File: config.mk
export PLATFORM = sky130hd
export DESIGN_NAME = call_return_ctrl_flat
export DESIGN_NICKNAME = d
export VERILOG_FILES = /design/src/rtl/call_return_ctrl_pkg.sv /design/src/rtl/call_return_ctrl_if.sv /design/src/rtl/call_return_ctrl.sv /design/src/flat_wrapper.sv
export SDC_FILE = /design/constraint.sdc
export NUM_CORES = 1
export LEC_CHECK = 0
export ABC_AREA = 1
export BUFFER_PORTS_ARGS = -buffer_cell sky130_fd_sc_hd__buf_2
export CORE_ASPECT_RATIO = 1.4
export CORE_UTILIZATION = 53
export CTS_CLUSTER_DIAMETER = 40
export DETAILED_ROUTE_END_ITERATION = 6
export GPL_TIMING_DRIVEN = 0
export PLACE_DENSITY_LB_ADDON = 0.3
export SLEW_MARGIN = 30
export SYNTH_ARGS = -nofsm -noshare
export SYNTH_HDL_FRONTEND = slang
export SYNTH_SLANG_ARGS = --single-unit
export TNS_END_PERCENT = 10
File: constraint.sdc
create_clock -name clk -period 2.4 [get_ports clk]
set_input_delay 0.6 -clock clk [delete_from_list [all_inputs] [get_ports clk]]
set_output_delay 0.6 -clock clk [all_outputs]
set_load 0.01 [all_outputs]
File: src/rtl/call_return_ctrl_pkg.sv
// Shared state encodings and fault codes for the call/return stack initiator.
package call_return_ctrl_pkg;

  typedef enum logic [2:0] {
    S_IDLE     = 3'd0,
    S_PUSH     = 3'd1,
    S_POP      = 3'd2,
    S_POP_WAIT = 3'd3,
    S_LOAD     = 3'd4,
    S_FAULT    = 3'd5
  } state_e;

  typedef enum logic [1:0] {
    FLT_NONE = 2'b00,
    FLT_OVF  = 2'b01,
    FLT_UNF  = 2'b10,
    FLT_BOTH = 2'b11
  } fault_e;

endpackage

File: src/rtl/call_return_ctrl_if.sv
// Control/data lines between the call/return initiator and the hardware LIFO stack.
interface call_return_ctrl_if #(
  parameter int unsigned WIDTH = 8
);
  logic             stk_c;
  logic             stk_en;
  logic [WIDTH-1:0] stk_push;
  logic [WIDTH-1:0] stk_peek;
  logic             stk_full;
  logic             stk_not_empty;

  modport master (
    output stk_c, stk_en, stk_push,
    input  stk_peek, stk_full, stk_not_empty
  );

  modport slave (
    input  stk_c, stk_en, stk_push,
    output stk_peek, stk_full, stk_not_empty
  );
endinterface

File: src/rtl/call_return_ctrl.sv
// Call/return sequencer front-end: drives push/pop on the LIFO stack, returns the
// PC load value, flags overflow/underflow/conflict as a sticky fault, tracks depth.
module call_return_ctrl
  import call_return_ctrl_pkg::*;
#(
  parameter int unsigned WIDTH = 8,
  parameter int unsigned DEPTH = 1
) (
  input  logic             clk,
  input  logic             clr,
  input  logic             call,
  input  logic             ret,
  input  logic [WIDTH-1:0] pc_in,
  input  logic [WIDTH-1:0] target,
  output logic             ready,
  output logic             pc_load,
  output logic [WIDTH-1:0] pc_out,
  output logic             fault,
  output logic [1:0]       fault_code,
  input  logic             fault_ack,
  output logic [DEPTH:0]   depth_cnt,
  call_return_ctrl_if.master stk
);

  localparam logic [DEPTH:0] DEPTH_MAX = (DEPTH+1)'(1) << DEPTH;

  state_e           state_q, state_d;
  logic [WIDTH-1:0] target_q, target_d;
  logic [WIDTH-1:0] push_q, push_d;
  logic [WIDTH-1:0] pc_q, pc_d;
  fault_e           code_q, code_d;
  logic [DEPTH:0]   depth_q, depth_d;
  logic             stk_en_q, stk_c_q, pc_load_q, ready_q, fault_q;

  always_comb begin
    state_d  = state_q;
    target_d = target_q;
    push_d   = push_q;
    pc_d     = pc_q;
    code_d   = code_q;
    depth_d  = depth_q;
    unique case (state_q)
      S_IDLE: begin
        if (call && ret) begin
          state_d = S_FAULT;
          code_d  = FLT_BOTH;
        end else if (call) begin
          if (stk.stk_full) begin
            state_d = S_FAULT;
            code_d  = FLT_OVF;
          end else begin
            target_d = target;
            push_d   = pc_in + WIDTH'(1);
            state_d  = S_PUSH;
          end
        end else if (ret) begin
          if (!stk.stk_not_empty) begin
            state_d = S_FAULT;
            code_d  = FLT_UNF;
          end else begin
            state_d = S_POP;
          end
        end
      end
      S_PUSH: begin
        if (depth_q != DEPTH_MAX) depth_d = depth_q + (DEPTH+1)'(1);
        pc_d    = target_q;
        state_d = S_LOAD;
      end
      S_POP: begin
        if (depth_q != '0) depth_d = depth_q - (DEPTH+1)'(1);
        state_d = S_POP_WAIT;
      end
      S_POP_WAIT: begin
        pc_d    = stk.stk_peek;
        state_d = S_LOAD;
      end
      S_LOAD: state_d = S_IDLE;
      S_FAULT: begin
        if (fault_ack) begin
          state_d = S_IDLE;
          code_d  = FLT_NONE;
        end
      end
      default: state_d = S_IDLE;
    endcase
  end

  // Strobe outputs are flopped from the next state so they line up with state_q.
  always_ff @(posedge clk) begin
    if (clr) begin
      state_q   <= S_IDLE;
      target_q  <= '0;
      push_q    <= '0;
      pc_q      <= '0;
      code_q    <= FLT_NONE;
      depth_q   <= '0;
      stk_en_q  <= 1'b0;
      stk_c_q   <= 1'b0;
      pc_load_q <= 1'b0;
      ready_q   <= 1'b1;
      fault_q   <= 1'b0;
    end else begin
      state_q   <= state_d;
      target_q  <= target_d;
      push_q    <= push_d;
      pc_q      <= pc_d;
      code_q    <= code_d;
      depth_q   <= depth_d;
      stk_en_q  <= (state_d == S_PUSH) || (state_d == S_POP);
      stk_c_q   <= (state_d == S_PUSH);
      pc_load_q <= (state_d == S_LOAD);
      ready_q   <= (state_d == S_IDLE);
      fault_q   <= (state_d == S_FAULT);
    end
  end

  assign ready        = ready_q;
  assign pc_load      = pc_load_q;
  assign pc_out       = pc_q;
  assign fault        = fault_q;
  assign fault_code   = code_q;
  assign depth_cnt    = depth_q;
  assign stk.stk_en   = stk_en_q;
  assign stk.stk_c    = stk_c_q;
  assign stk.stk_push = push_q;

endmodule

File: src/flat_wrapper.sv
// flat-port wrapper written by rule: the top's interface ports become plain ports
module call_return_ctrl_flat import call_return_ctrl_pkg::*;
#(
  parameter int unsigned WIDTH = 8,
  parameter int unsigned DEPTH = 1
)
  (clk, clr, call, ret, pc_in, target, ready, pc_load, pc_out, fault, fault_code, fault_ack, depth_cnt, stk_stk_c, stk_stk_en, stk_stk_push, stk_stk_peek, stk_stk_full, stk_stk_not_empty);
  call_return_ctrl_if #(.WIDTH(WIDTH)) stk_i ();
  input  logic clk;
  input  logic clr;
  input  logic call;
  input  logic ret;
  input  logic [WIDTH-1:0] pc_in;
  input  logic [WIDTH-1:0] target;
  output logic ready;
  output logic pc_load;
  output logic [WIDTH-1:0] pc_out;
  output logic fault;
  output logic [1:0] fault_code;
  input  logic fault_ack;
  output logic [DEPTH:0] depth_cnt;
  output wire logic [$bits(stk_i.stk_c)-1:0] stk_stk_c;
  output wire logic [$bits(stk_i.stk_en)-1:0] stk_stk_en;
  output wire logic [$bits(stk_i.stk_push)-1:0] stk_stk_push;
  input wire logic [$bits(stk_i.stk_peek)-1:0] stk_stk_peek;
  input wire logic [$bits(stk_i.stk_full)-1:0] stk_stk_full;
  input wire logic [$bits(stk_i.stk_not_empty)-1:0] stk_stk_not_empty;
  assign stk_stk_c = stk_i.stk_c;
  assign stk_stk_en = stk_i.stk_en;
  assign stk_stk_push = stk_i.stk_push;
  assign stk_i.stk_peek = stk_stk_peek;
  assign stk_i.stk_full = stk_stk_full;
  assign stk_i.stk_not_empty = stk_stk_not_empty;
  call_return_ctrl #(.WIDTH(WIDTH), .DEPTH(DEPTH)) u_core (.clk(clk), .clr(clr), .call(call), .ret(ret), .pc_in(pc_in), .target(target), .ready(ready), .pc_load(pc_load), .pc_out(pc_out), .fault(fault), .fault_code(fault_code), .fault_ack(fault_ack), .depth_cnt(depth_cnt), .stk(stk_i));
endmodule
---- Word-level counts from Yosys, hierarchy flattened ----
Cells that the tools add are included.
word-level totals
  register bits after elaboration ......... 36
  logic and storage cells ................. 61
  input port bits ......................... 31
  output and inout port bits .............. 25
cells by class
  muxes and demuxes ....................... 18
  reductions and logical operators ........ 12
  equal/unequal tests ..................... 15
  add/sub/neg operators ................... 3
  bitwise gates (word level) .............. 2
operators with widths
  operator                                                                  count
  3-bit two-way mux                                                         6
  2-bit two-way mux                                                         8
  8-bit one-hot mux with 2 select lines                                     1
  4-bit by 3-bit inequality test with 1-bit output (second input constant)  3
  3-bit one-hot mux with 4 select lines                                     1
  3-bit by 2-bit equality test with 1-bit output (second input constant)    3
  3-bit equality test (second input constant)                               3
  8-bit by 1-bit adder with 8-bit output (second input constant)            1
  2-bit one-hot mux with 2 select lines                                     2
  2-bit nonzero test                                                        4
  3-bit by 1-bit equality test with 1-bit output (second input constant)    2
  3-bit logical NOT                                                         2
  5-bit AND reduction                                                       1
  2-bit by 1-bit inequality test with 1-bit output (second input constant)  2
  2-bit inequality test (second input constant)                             2
  4-bit AND reduction                                                       1
  3-bit AND reduction                                                       1
  2-bit by 1-bit adder with 2-bit output (second input constant)            1
  1-bit NOT                                                                 2
  2-bit OR reduction                                                        1
  2-bit by 1-bit subtractor with 2-bit output (second input constant)       1
  1-bit logical AND                                                         1
  1-bit logical OR                                                          1

---- Logic depth before layout (Yosys ltp) ----
Gate-level depths: netlist (run 1).
  depth in word-level cells ............... 7
  depth in mapped cells ................... 10
  gate-level depth less buffers ........... 9

---- Least setup slack after synthesis (run 1) ----
OpenSTA, ideal clock, no wires.
  kind .................................... in2reg
  from .................................... input port ret
  to ...................................... register u_core.target_q[2]
  path slack .............................. 928 ps
  library setup time ...................... 116 ps
  required time ........................... 2284 ps
  stages on the path ...................... 6
  path buffers ............................ 2
  arrival time ............................ 1357 ps
  cells stage by stage .................... buf_2 nor2_1 nand2_4 buf_4 o21ai_0 nor2_1
on the way
  longest elaborated chain between the ends .. 3
RTL lines
  what                                  line                     source
  start, declared                       flat_wrapper.sv:12       input logic ret;
  1-bit logical AND                     call_return_ctrl.sv:44   if (call && ret) begin
  1-bit NOT (no source line)            -
  4-bit AND reduction (no source line)  -
  end signal, assigned                  call_return_ctrl.sv:105  target_q <= target_d;
  end, declared                         call_return_ctrl.sv:28   logic [WIDTH-1:0] target_q, target_d;
No other way between the ends.
A chain may end at the register's enable or synchronous reset.

---- Worst setup path after layout (run 1) ----
  from .................................... register u_core.depth_q[1], in the netlist u_core.depth_cnt[1]
  to ...................................... output port depth_cnt[1]
RTL lines
  what                    line                     source
  start, declared         call_return_ctrl.sv:32   logic [DEPTH:0] depth_q, depth_d;
  start signal, assigned  call_return_ctrl.sv:109  depth_q <= depth_d;
  end, declared           flat_wrapper.sv:21       output logic [DEPTH:0] depth_cnt;
No word-level cell between the ends.

==> flow_metrics.tcl, run 1 <==
set metrics [dict create \
    grtUsageTotal_pct 24.0 \
    worstMarginPinSlew_ps 432 \
    drc 0 \
    dp_hpwl_um 2680 \
    avgSynthCellArea_um2 7.25 \
    avgRoutedWirePerCell_um 10.8 \
    cts.reportedPaths.clkPinSlew_ps 60 \
    highest_layer "met4" \
    cts_sinks 36 \
    dr_wl_met2_um 1770 \
    slew_headroom_pct 71.2 \
    ys_seq_area_share_pct 44.4 \
    drv_cap 0 \
    grt_max_degree 11 \
    wl_met1_um 1430 \
    skew_ps 4.68 \
    area_delta_synth_final_pct 25.4 \
    utilization_pct 70.8 \
    cp_max_fo 4 \
    min_period_over_period_pct 58.4 \
    fp.dieH_um 67.5 \
    numPortBuffers 54 \
    yosysWarningCount 0 \
    io_pins 56 \
    cts_made_buffers 5 \
    htree_levels 2 \
    netlist_instances 224 \
    peakVddDrop_mv 0.497 \
    drv_slew 0 \
    diodes 0 \
    grt_pass1_vias 1420 \
    path_class "register to output port" \
    grt_overflow_total 0 \
    cts_tree "built" \
    fin_crit_ps 1400 \
    antenna_found_initial 0 \
    post_cts_resized 0 \
    cp_top_family "flip-flops" \
    ys_types 23 \
    worstSkewPairLatency_ps 280 \
    syn-num-nets 256 \
    grt_pass1_wl_um 6030 \
    end_kind "output port" \
    die_w_um 48.8 \
    slowest_delay_ps 370 \
    crit_chain "buf_2" \
    post-cts-setup-buffer-count 0 \
    cp_num_buf_inv 1 \
    critPathLaunchType "register" \
    met3_length_um 184 \
    finalSetupViolCount 0 \
    via_count 1605 \
    drt_iter0_drc 26 \
    floorplan.initialDensity_pct 56.4 \
    gp_congestion 0.833 \
    crit_required_ps 1800 \
    rsz0062_at_grt "no" \
    leakage_uw 0.00101 \
    hold_violations 0 \
    powerDensity_mw_per_mm2 745 \
    final_cell_mix "buf_2, nand2_1, dfxtp_1" \
    syn_area_mm2 0.00162 \
    nNetsFinal 317 \
    die_area_mm2 0.00329 \
    layout_commonest_cell "buf_2" \
    clk_path_buf_depth 2 \
    fmax_ghz 0.713 \
    outcome "complete, no violations" \
    drive_gt1_share_pct 26.7 \
    dr.pass1.iters 4 \
    cts_hold_buf 0 \
    ant_nets 0 \
    core_mm2 0.00288 \
    min-delay-path-class "register to register" \
    drt-total-wl_um 3480 \
    setup_tns_ps 0 \
    worst_ep_arrival_time_ps 800 \
    viasPerCell 4.98 \
    row_count 23 \
    ys_seq_elements 36 \
    worst_path_max_delay_cell "dfxtp_1" \
    cts-root-buf "clkbuf_8" \
]
==> worst paths after layout <==
path                                    startpoint                                  end  slack, ps  cells after the start
hold / removal     u_core.target_q[6]$_SDFFE_PP0P_        u_core.pc_out[6]$_SDFFE_PP0P_        480                      2
setup reg to reg      u_core.state_q[2]$_SDFF_PP0_  u_core.stk.stk_push[5]$_SDFFE_PP0P_       1100                      9
setup / recovery  u_core.depth_cnt[1]$_SDFFE_PP0P_                         depth_cnt[1]       1000                      1
hold reg to reg    u_core.target_q[6]$_SDFFE_PP0P_        u_core.pc_out[6]$_SDFFE_PP0P_        480                      2
==> state kept, by name, indices dropped and copies added (netlist names) <==
name	count
u_core.pc_load	1
u_core.state_q	3
u_core.stk.stk_c	1
u_core.pc_out	8
u_core.ready	1
u_core.stk.stk_push	8
u_core.fault_code	2
u_core.stk.stk_en	1
u_core.fault	1
u_core.depth_cnt	2
u_core.target_q	8
==> where the power goes <==
part           internal, uW  total, uW  leakage (uW)  switching, uW
Combinational           147        363      0.000669            216
Clock                   255        449     0.0000503            194
Sequential              666        705      0.000294           38.9
Total                  1070       1520       0.00101            448
==> kinds of logic (layout without fill, tap and decap cells) <==
logic type	after synthesis	after routing	share of synthesized area, %
XOR/XNOR	4	4	2.16
AND/OR/NAND/NOR	107	107	28.4
AO/OA/AOI/OAI	46	46	15.3
adder cells (fa/ha/maj)	1	1	0.770
flip-flops	36	36	44.4
buffers and inverters	30	91	8.94
==> cells in the mapped netlist <==
cell,number,area (um2)
nand2_1,50,188
dfxtp_1,36,721
nor2_1,35,131
o21ai_0,20,100
inv_1,17,63.8
nand3_1,12,60.1
a31oi_1,10,62.6
a21oi_1,8,40.0
nand4_1,6,37.5
o21ai_1,6,30.0
buf_4,5,37.5
clkbuf_1,3,11.3
xor2_1,3,26.3
inv_4,2,12.5
nand2_4,2,22.5
nor2_4,2,22.5
buf_2,1,5.00
buf_6,1,11.3
ha_1,1,12.5
inv_2,1,3.75
o21ai_2,1,8.76
o21bai_1,1,7.51
xnor2_1,1,8.76
==> routing by layer <==
| layer | vias up | global-route usage, % |
|---|---|---|
| met3 | 10 | 5.86 |
| met5 | - | 0 |
| met4 | 0 | 12.1 |
| met1 | 701 | 25.5 |
| met2 | 47 | 44.3 |
| li1 | 847 | - |
==> through the flow <==
stage	instances	worst slack [ps]	cell area (um2)	hold slack (ps)	total power, uW
floorplan	224	928	1620	454	960
global placement	315	814	1940	462	1080
detailed placement	315	807	1940	470	1080
CTS	322	989	2040	478	1530
global route	322	926	2040	493	1620
finish	322	998	2040	476	1520
==> final cells by class <==
type / count / area (um2)
inverter: 20 / 80.1
sequential: 36 / 721
tap: 37 / 46.3
fill: 289 / 841
multi-input combinational: 158 / 758
buffer: 10 / 65.1
timing repair buffer: 54 / 270
clock buffer: 7 / 96.3
Note: power is estimated with default switching activity, not from simulation.
==> run 2, diff against run 1 <==
CORE_UTILIZATION = 49   (was 53)
clock period = 1.4 ns   (was 2.4 ns; I/O delays follow)
==> flow_metrics.tcl, run 2 (same netlist as run 1, synthesis figures left out) <==
set metrics [dict create \
    drc 0 \
    hold_violations 0 \
    htree_levels 2 \
    clockPowerShare_pct 32.7 \
    cts_sinks 36 \
    drt-total-wl_um 3530 \
    drv_slew 0 \
    cp_num_buf_inv 6 \
    cp_top_family "buffers and inverters" \
    r2r-start "u_core.state_q[1]$_SDFF_PP0_" \
    grtUsageTotal_pct 22.6 \
    finalSetupViolCount 0 \
    grt_overflow_total 0 \
    die_area_mm2 0.00355 \
    viasPerCell 5.05 \
    via_count 1640 \
    dp_hpwl_um 2680 \
    worstMarginPinSlew_ps 448 \
    hold_slack_ps 262 \
    grt_max_degree 13 \
    min_period_over_period_pct 92.5 \
    r2r_cells 10 \
    layout_commonest_cell "buf_2" \
    drive_gt1_share_pct 28.0 \
    fillers 320 \
    crit_chain "buf_4, inv_2, nand2_4, inv_4, nand2_4, inv_4, buf_6, nand3_1, nand2_1, inv_1" \
    fin_crit_ps 1300 \
    stdcell_count 325 \
    crit_required_ps 1590 \
    p_sw_uw 812 \
    outcome "complete, no violations" \
    dr.pass1.iters 4 \
    min-delay-path-class "input port to register" \
    placed_cells 317 \
    critPathLaunchType "register" \
    clk_path_buf_depth 2 \
    internal_power_uw 1920 \
    worstSkewPairLatency_ps 290 \
    slowest_delay_ps 300 \
    crit_start "u_core.state_q[1]$_SDFF_PP0_" \
    cts.reportedPaths.clkPinSlew_ps 70 \
    combinationalPowerShare_pct 23.0 \
    numPortBuffers 54 \
    hold_depth 2 \
    swShare_pct 29.7 \
    cts_hold_buf 0 \
    path_class "register to register" \
    cts-root-buf "clkbuf_8" \
    final_cell_mix "buf_2, nand2_1, nor2_1" \
    end_kind "register" \
    avgRoutedWirePerCell_um 10.9 \
    die_w_um 50.7 \
    fmax_ghz 0.772 \
    core_mm2 0.00312 \
    leakage_uw 0.00102 \
    powerDensity_mw_per_mm2 1330 \
    drt_iter0_drc 43 \
    nNetsFinal 317 \
    crit_cells 10 \
    cts_tree "built" \
    gp_congestion 0.889 \
    diodes 0 \
    setup_tns_ps 0 \
    row_count 24 \
    min_from "pc_in[0]" \
    ant_nets 0 \
    floorplan.initialDensity_pct 52.0 \
    fp.dieH_um 70.1 \
    finalPower_uw 2740 \
    io_pins 56 \
    drv_cap 0 \
    worst_path_max_delay_cell "dfxtp_1" \
    grt_pass1_wl_um 6200 \
    antenna_found_initial 0 \
    grt_pass1_vias 1500 \
    area_delta_synth_final_pct 27.0 \
    worst_ep_arrival_time_ps 1490 \
    skew_ps 4.64 \
    slew_headroom_pct 70.1 \
    seqPwrFrac_pct 44.2 \
    cts_made_buffers 5 \
    peakVddDrop_mv 1.01 \
    cp_max_fo 10 \
]
[run 2: cell types whose count changed in the layout (fill, tap and decap cells not counted), sizes merged]
cell	delta
clkbuf	-2
bufinv	+1
clkinvlp	+1
clkinv	+1
[run 2: routing by layer]
metal  global-route usage [%]  wire length (um)
met5                        0                 0
met4                     9.57                62
met3                     6.54               180
met2                     38.2              1710
met1                     25.9              1580
[run 2: timing repair]
item                                    CTS  global route
gates resized for setup                   0             5
endpoints found under the setup margin    0             5
buffers inserted                          0             0
[run 2: per-stage QoR]
| stage | util, % | setup WS [ps] | instance area, um2 |
|---|---|---|---|
| final | 66.0 | 105 | 2060 |
| after detailed placement | 62.2 | 40.3 | 1940 |
| after global routing | 66.0 | -2.84 | 2060 |
| after CTS | 65.8 | 106 | 2050 |
| after floorplan | - | 178 | 1620 |
| after global placement | 62.2 | 73.8 | 1940 |
[run 2: final timing paths]
check	end	slack, ps
worst max-delay path	u_core.stk.stk_push[5]$_SDFFE_PP0P_	100
worst min-delay path	u_core.stk.stk_push[0]$_SDFFE_PP0P_	260
worst min register to register	u_core.stk.stk_push[1]$_SDFFE_PP0P_	480
worst max register to register	u_core.stk.stk_push[5]$_SDFFE_PP0P_	100
[run 2: area by class of cell]
class,count,area [um2],area share (%)
repair buffers,54,270,13.1
well taps,39,48.8,2.37
flip-flops and latches,36,723,35.1
inverters,20,80.1,3.88
plain buffers,10,65.1,3.16
multi-input cells,158,763,37.0
clock inverters,3,42.5,2.06
clock buffers,5,68.8,3.34
[run 2: power by group through the flow]
stage | logic (uW) | registers [uW] | clock network (uW)
CTS | 630 | 1210 | 911
finish | 629 | 1210 | 896
floorplan | 376 | 1270 | 0
detailed placement | 628 | 1230 | 0
global route | 718 | 1220 | 952
global placement | 616 | 1230 | 0
[run 2: worst reg2reg max path: cells and delay by family, from the launching register on]
kind	cells	cell delay [ps]
buffers and inverters	6	590
DFF	1	300
and+or+nand+nor	4	310
==> run 3, diff against run 2 <==
GPL_TIMING_DRIVEN = not set   (was 0)
SKIP_LAST_GASP = 1   (was not set)
==> flow_metrics.tcl, run 3 (same netlist as run 1, synthesis figures left out) <==
set metrics [dict create \
    cts.reportedPaths.clkPinSlew_ps 70 \
    worst_path_max_delay_cell "dfxtp_2" \
    fmax_ghz 0.804 \
    crit_required_ps 1590 \
    htree_levels 2 \
    finalSetupViolCount 0 \
    skew_ps 5.91 \
    rsz0062_at_grt "no" \
    drc 0 \
    grt_pass1_vias 1375 \
    avgRoutedWirePerCell_um 10.2 \
    numPortBuffers 55 \
    reg2reg_slack_ps 160 \
    viasPerCell 4.92 \
    path_class "register to register" \
    gp_congestion 0.891 \
    place_ws_ps 89.7 \
    peakVddDrop_mv 1.02 \
    fp.dieH_um 70.1 \
    drive_gt1_share_pct 27.8 \
    fin_ws_ps 156 \
    cts_tree "built" \
    drt-total-wl_um 3290 \
    layout_commonest_cell "buf_2" \
    final_cell_mix "buf_2, nand2_1, nor2_1, dfxtp_1, o21ai_0" \
    hold_violations 0 \
    min_period_over_period_pct 88.8 \
    slowest_delay_ps 370 \
    cts-root-buf "clkbuf_8" \
    grtUsageTotal_pct 20.8 \
    io_pins 56 \
    dr.pass1.iters 4 \
    crit_chain "nor2_4, nand2_4, inv_4, nand2_4, buf_4, o21ai_0, nor2_1" \
    cts_sinks 36 \
    worstMarginPinSlew_ps 220 \
    die_area_mm2 0.00355 \
    drt_iter0_drc 44 \
    cts_made_buffers 5 \
    grt_pass1_wl_um 5670 \
    floorplan.initialDensity_pct 52.0 \
    ant_nets 0 \
    grt_overflow_total 0 \
    cp_common_cell "nand2_4" \
    leakage_uw 0.00104 \
    worst_ep_arrival_time_ps 1430 \
    critPathLaunchType "register" \
    drv_cap 0 \
    drv_slew 0 \
    worstSkewPairLatency_ps 290 \
    row_count 24 \
    powerDensity_mw_per_mm2 1470 \
    min-delay-path-class "input port to register" \
    antenna_found_initial 0 \
    cp_max_fo 12 \
    setup_tns_ps 0 \
    outcome "complete, no violations" \
    via_count 1589 \
    core_mm2 0.00312 \
    cts_hold_buf 0 \
    grt_max_degree 23 \
    clk_path_buf_depth 2 \
    die_w_um 50.7 \
    dp_hpwl_um 2510 \
    diodes 0 \
    slew_headroom_pct 85.2 \
    end_kind "register" \
    fin_crit_ps 1240 \
    fillers 294 \
    nNetsFinal 315 \
    area_delta_synth_final_pct 29.0 \
]
-- run 3: cell types whose count changed in the layout (fill, tap and decap cells not counted), sizes merged --
cell      before  now
clkinv         1    0
clkinvlp       1    0
buf           61   62
clkbuf         8    5
bufinv         1    3
-- run 3: metrics by stage --
| stage | area, um2 | power [uW] | utilization (%) | hold WS [ps] | instances |
|---|---|---|---|---|---|
| 2_1_floorplan | 1620 | 1640 | - | 441 | 224 |
| 6_report | 2100 | 3080 | 67.1 | 255 | 323 |
| 4_1_cts | 2090 | 3110 | 67.1 | 248 | 323 |
| 5_1_grt | 2100 | 3240 | 67.1 | 266 | 323 |
| 3_5_place_dp | 1940 | 1850 | 62.0 | 472 | 315 |
| 3_3_place_gp | 1940 | 1840 | 62.0 | 466 | 315 |
-- run 3: critical path, delay by kind of cell (launching register included) --
family                 cells  cell delay [ps]
and+or+nand+nor            4              350
AOI/OAI and AO/OA          1              160
buffers and inverters      2              260
DFF                        1              370
-- run 3: path summary, 6_finish.rpt --
check | cells after the start | start | to
max | 7 | u_core.state_q[2]$_SDFF_PP0_ | u_core.target_q[5]$_SDFFE_PP0P_
min | 2 | pc_in[0] | u_core.stk.stk_push[0]$_SDFFE_PP0P_
max reg2reg | 7 | u_core.state_q[2]$_SDFF_PP0_ | u_core.target_q[5]$_SDFFE_PP0P_
min reg2reg | 2 | u_core.target_q[1]$_SDFFE_PP0P_ | u_core.pc_out[1]$_SDFFE_PP0P_
-- run 3: power breakdown --
| group | internal [uW] | total (uW) | switching (uW) |
|---|---|---|---|
| clock | 891 | 1250 | 361 |
| sequential | 1140 | 1210 | 65.2 |
| combinational | 256 | 622 | 366 |
| total | 2290 | 3080 | 792 |
-- run 3: repair_timing --
action	in CTS	in global routing
gates resized for setup	0	1
setup buffers	0	0
setup endpoints to repair	0	5
hold endpoints to repair	0	0
-- run 3: layout make-up --
cell class                      count  area (um2)  area share (%)
Clock buffer                        5        68.8            3.28
Clock inverter                      3        90.1            4.30
Inverter                           20        80.1            3.82
Multi-Input combinational cell    158         758            36.2
Sequential cell                    36         722            34.4
Tap cell                           39        48.8            2.33
Timing Repair Buffer               62         328            15.6
-- run 3: per-layer routing --
layer  wire, um  GRT usage, %
met5          0             0
met1       1430          24.0
met2       1590          34.1
met3        212          6.32
met4         62          10.2
